### config.mk
export PLATFORM = sky130hd
export DESIGN_NAME = lms_weight_update
export DESIGN_NICKNAME = d
export VERILOG_FILES = /design/src/rtl/adaptive_pkg.sv /design/src/rtl/lms_tap_mac.sv /design/src/rtl/lms_weight_update.sv
export SDC_FILE = /design/constraint.sdc
export NUM_CORES = 2
export LEC_CHECK = 0
export ABC_AREA = 1
export BUFFER_PORTS_ARGS = -buffer_cell sky130_fd_sc_hd__buf_2
export CAP_MARGIN = 10
export CORE_UTILIZATION = 59
export CTS_CLUSTER_DIAMETER = 150
export CTS_CLUSTER_SIZE = 12
export DETAILED_ROUTE_END_ITERATION = 12
export GPL_TIMING_DRIVEN = 0
export PLACE_DENSITY = 0.88
export SLEW_MARGIN = 0
export SYNTH_ARGS = -nofsm -noshare
export SYNTH_HDL_FRONTEND = slang
export SYNTH_HIERARCHICAL = 1
export SYNTH_SLANG_ARGS = --single-unit
### constraint.sdc
create_clock -name clk -period 11.89 [get_ports clk]
set_input_delay 0.5945 -clock clk [delete_from_list [all_inputs] [get_ports clk]]
set_output_delay 0.5945 -clock clk [all_outputs]
set_load 0.02 [all_outputs]
### src/rtl/adaptive_pkg.sv
// Shared types, default sizes and saturating arithmetic for the adaptive FIR slice.
package adaptive_pkg;

  localparam int NTAPS_DEF    = 16;
  localparam int XW_DEF       = 14;
  localparam int WW_DEF       = 32;
  localparam int MU_SHIFT_DEF = 25;

  typedef enum logic [1:0] {
    IDLE,
    UPDATE,
    DONE
  } state_t;

  // Clamp a wide signed value into the signed range of the given width.
  function automatic logic signed [63:0] sat_trunc(input logic signed [63:0] value,
                                                   input int width);
    logic signed [63:0] hi;
    logic signed [63:0] lo;
    hi = (64'sd1 <<< (width - 1)) - 64'sd1;
    lo = -(64'sd1 <<< (width - 1));
    if (value > hi) return hi;
    if (value < lo) return lo;
    return value;
  endfunction

  // Operands are at most 32 bits wide, so the 64-bit sum never wraps before clamping.
  function automatic logic signed [63:0] sat_add(input logic signed [63:0] a,
                                                 input logic signed [63:0] b,
                                                 input int width);
    return sat_trunc(a + b, width);
  endfunction

endpackage

### src/rtl/lms_tap_mac.sv
// Scaled LMS step for one tap: sat((e * x_k) >>> MU_SHIFT); purely combinational, 0 cycles.
// No handshake or backpressure: the output follows the inputs.
module lms_tap_mac
  import adaptive_pkg::*;
#(
  parameter int XW       = XW_DEF,
  parameter int WW       = WW_DEF,
  parameter int MU_SHIFT = MU_SHIFT_DEF
) (
  input  logic signed [WW-1:0] e,
  input  logic signed [XW-1:0] x_k,
  output logic signed [WW-1:0] step
);

  logic signed [WW+XW-1:0] prod;
  logic signed [63:0]      shifted;

  assign prod    = (WW+XW)'(e) * (WW+XW)'(x_k);
  assign shifted = 64'(prod) >>> MU_SHIFT;
  assign step    = WW'(sat_trunc(shifted, WW));

endmodule

### src/rtl/lms_weight_update.sv
// LMS coefficient update, one tap per clock; start to done is NTAPS+1 cycles.
// No backpressure: start outside IDLE is dropped, en low aborts to IDLE keeping written taps.
module lms_weight_update
  import adaptive_pkg::*;
#(
  parameter int NTAPS    = NTAPS_DEF,
  parameter int XW       = XW_DEF,
  parameter int WW       = WW_DEF,
  parameter int MU_SHIFT = MU_SHIFT_DEF
) (
  input  logic                    clk,
  input  logic                    rstn,
  input  logic                    en,
  input  logic                    clr,
  input  logic                    start,
  input  logic signed [WW-1:0]    e,
  input  logic [NTAPS*XW-1:0]     x,
  output logic                    busy,
  output logic                    done,
  output logic [NTAPS*WW-1:0]     weight_out
);

  localparam int IW = (NTAPS > 1) ? $clog2(NTAPS) : 1;
  localparam logic [IW-1:0] LAST = IW'(NTAPS - 1);

  state_t               state;
  logic [IW-1:0]        idx;
  logic signed [WW-1:0] e_snap;
  logic signed [XW-1:0] x_snap [NTAPS];
  logic signed [WW-1:0] w      [NTAPS];
  logic signed [WW-1:0] step;
  logic signed [WW-1:0] w_next;

  // A single MAC is shared across taps; the tap index selects its operands.
  lms_tap_mac #(
    .XW      (XW),
    .WW      (WW),
    .MU_SHIFT(MU_SHIFT)
  ) u_mac (
    .e   (e_snap),
    .x_k (x_snap[idx]),
    .step(step)
  );

  assign w_next = WW'(sat_add(64'(w[idx]), 64'(step), WW));

  always_ff @(posedge clk or negedge rstn) begin
    if (!rstn) begin
      state  <= IDLE;
      idx    <= '0;
      busy   <= 1'b0;
      done   <= 1'b0;
      e_snap <= '0;
      for (int k = 0; k < NTAPS; k++) begin
        x_snap[k] <= '0;
        w[k]      <= '0;
      end
    end else begin
      done <= 1'b0;
      case (state)
        IDLE: begin
          busy <= 1'b0;
          if (clr) begin
            for (int k = 0; k < NTAPS; k++) w[k] <= '0;
          end else if (en && start) begin
            e_snap <= e;
            for (int k = 0; k < NTAPS; k++) x_snap[k] <= x[k*XW +: XW];
            idx   <= '0;
            busy  <= 1'b1;
            state <= UPDATE;
          end
        end
        UPDATE: begin
          if (!en) begin
            idx   <= '0;
            busy  <= 1'b0;
            state <= IDLE;
          end else begin
            w[idx] <= w_next;
            if (idx == LAST) begin
              idx   <= '0;
              busy  <= 1'b0;
              done  <= 1'b1;
              state <= DONE;
            end else begin
              idx <= idx + 1'b1;
            end
          end
        end
        DONE: begin
          busy  <= 1'b0;
          state <= IDLE;
        end
        default: begin
          busy  <= 1'b0;
          state <= IDLE;
        end
      endcase
    end
  end

  always_comb begin
    weight_out = '0;
    for (int k = 0; k < NTAPS; k++) weight_out[k*WW +: WW] = w[k];
  end

endmodule

==> impl_results.md <==
- Outcome: finished, violations left
- Failing checks: negative hold slack, max-capacitance violations, max-slew violations
- Count of unique library cells instantiated by Yosys: 50
- Worst hold path type: in2async
- Crit end category: register
- Vias: roughly 56,000
- Crit path kind: reg2reg
- Reg-to-reg slack, setup: 0.11 ns
- Core Region: about 0.092 mm^2
- Port bufs: 774
- Sequential area share after synthesis: 0.3543
- CTS sink count: 776
- Io pins: 775
- CP Launch Type: register
- Max-Cap Viols: 1
- Yosys reg bits: ~780
- PnR worst setup slack: between 0.1 and 0.15 ns
- Slew HR: -0.09890
- Fin util: 0.6845
- Placed cell count: 8,893
- H-Tree Depth: 3
- Crit-path max cell delay: 0.93 ns
- Max Fclk: 84.91 MHz
- Synthesis-to-finish area growth: 14.64%
- Fin cells: 9,018
- Total gr overflow: 0
- Worst R2R End: weight_out[243]
- Initial antenna violation count: 29
- Place WS: -1.108 ns
- Period utilisation layout: 0.9905
- Simple-gate share of the synthesized area: 0.2407
- Final setup viols: 0
- Required time of the critical path: 12.51 ns
- Setup TNS: 0 ns
- Via density: 6.230
- First-pass detailed-route iteration total: 10
- Die area: 0.09412 mm^2
- NumNets Final: 8,549
- Post-synthesis mux area share: 0.05259
- ANT nets after route: 0
- Initial DRC count: between 9,000 and 10,000
- Total GRT Usage: 0.5333
- TritonCTS clock tree: done
- Critical path arrival: 12.40 ns
- Number of synthesized flops with an enable pin: 0
- Largest net degree at the start of global routing: 129
- Avg WL per Cell: 27.94 um
- Worst Path Max Fanout: 10
- Layout cell share with drive strength beyond 1: 0.1896
- Fin crit period: 11.78 ns
- Starting density of the core: 0.5971
- Yosys warning count: 6
- Main combinational cell family by area after synthesis: simple AND/OR/NAND/NOR gates
- Worst Hold Slack: -0.007304 ns
- Final wirelength: 252,000 um
- Worst path slowest cell: clkbuf_1
- Clock Latency Late Sink: 0.70 ns
- Syn Nets: 7,678
- Most used cell along the critical path: nand2_1
- Synth cell count leaders: nand2_1 (2,418), inv_1 (845), dfrtp_1 (776)
- First-pass GRT wire length: 358,700 um
- Layout Skew: between 0.04 and 0.05 ns
- Synth async-reset ratio: 1.000
- Worst Reg-to-Reg Cells: 44
- Main synth FF type: dfrtp_1
- Endpoints failing hold: 2
- CTS buffer count: 74
- Vias in the first global route: 54,660
- Compound-cell area share of the yosys netlist: 0.07417
- CTS Buffer Depth: 3
- Area share of the largest cell type after synthesis: 0.3543
- Clock-pin slew on the worst setup and hold paths: 0.06 ns
- Mapped Avg Cell Area: roughly 8.0 um^2
- Area leader, netlist: dfrtp_1
- Cells after Synth: 6,870
- Adder-Cell Fraction of Synth Area: 0.1812
- Worst r2r src: idx[0]
- Row count: 111
- Top cells by area, synth: dfrtp_1 (35%), nand2_1 (17%), fa_1 (15%)
- Root Driver: clkbuf_16
- Post-synthesis xor/xnor area fraction: 0.004794
- Mapped Area: 0.05481 mm^2
- Post-CTS Hold Fix Bufs: 0
- DRC: 0
- Chip width: 306.8 um
- Final Slew Violations: 11
- Most used standard cell by instance count after synthesis: nand2_1
- Worst slew pin tran: 1.648 ns
- Detailed placer's ending HPWL: between 150,000 and 200,000 um
- RePlAce Congestion: 1.075
- Die height: 306.8 um
[worst max-delay path: cells and delay by family, from the launching register on]
| kind | cells | cell delay (ns) |
|---|---|---|
| xor gates and xnor gates | 1 | 0.50 |
| adders and majority gates | 8 | 4.14 |
| DFF | 1 | 0.43 |
| and+or+nand+nor | 18 | 2.56 |
| buffers and inverters | 13 | 2.90 |
| AOI/OAI and AO/OA | 4 | 1.17 |
[worst max path at each step]
stage           start  depth (start not counted)              end
2_1_floorplan  idx[0]                         43  weight_out[116]
5_1_grt        idx[0]                         43  weight_out[275]
4_1_cts        idx[0]                         39  weight_out[146]
3_3_place_gp     rstn                          1  weight_out[186]
3_5_place_dp   idx[1]                         42  weight_out[146]
6_report       idx[0]                         44  weight_out[243]
[cell usage in the layout (no fill, tap or decap), types with 23 or more instances in the layout]
| cell | synthesis | routed |
|---|---|---|
| nand4_1 | 60 | 60 |
| xor2_1 | 23 | 23 |
| a21oi_1 | 83 | 83 |
| nand3_1 | 53 | 53 |
| mux2_2 | 256 | 256 |
| ha_1 | 136 | 136 |
| buf_2 | 16 | 799 |
| nand2_2 | 109 | 110 |
| o22ai_1 | 180 | 168 |
| diode_2 | 0 | 29 |
| clkbuf_1 | 284 | 218 |
| nor2_1 | 563 | 563 |
| clkbuf_2 | 0 | 42 |
| fa_1 | 411 | 410 |
| o21ai_0 | 422 | 422 |
| buf_4 | 21 | 36 |
| buf_6 | 30 | 30 |
| buf_1 | 29 | 29 |
| dfrtp_1 | 776 | 776 |
| nand2_4 | 31 | 31 |
| nand2_1 | 2418 | 2417 |
| clkbuf_16 | 0 | 74 |
| inv_1 | 845 | 845 |
[per-stage QoR]
stage          hold slack, ns  cell area, um^2
6_report            -0.007304            62830
5_1_grt               0.04922            62810
3_3_place_gp           0.4557            60240
4_1_cts               0.01643            62490
2_1_floorplan          0.2989            54810
3_5_place_dp           0.4700            60420
[state kept, by name, summed over array words and instances (netlist names)]
signal	cells
weight_out	512
x_snap	224
e_snap	32
idx	4
state	2
busy	1
done	1
[per-layer routing]
metal,share of wire,track usage
met5,0.00069,0.01344
met3,0.16,0.2469
met2,0.41,0.7641
met1,0.32,0.5991
met4,0.11,0.4597
[layout make-up]
cell class,count,area (um^2)
diodes,29,72.57
plain buffers,385,1971
clock buffers,74,1852
multi-input cells,4856,30430
clock inverters,7,153.9
fillers,7535,28970
repair buffers,796,4184
well taps,1243,1555
inverters,852,3198
flip-flops and latches,776,19420
[what timing repair did]
item | CTS | global route
setup buffers | 0 | 12
endpoints found under the hold margin | 0 | 0
pin swaps | 0 | 2
resized for setup | 35 | 121
setup endpoints to repair | 512 | 512
[cells by family after synthesis]
group                      after synthesis
and+or+nand+nor                       3282
xor gates and xnor gates                30
adders and majority gates              547
DFF                                    776
AOI/OAI and AO/OA                      741
buffers and inverters                 1238
muxes                                  256
Power is not shown: default switching activity piles up to over one toggle a cycle in this logic, so the estimate is an artifact.
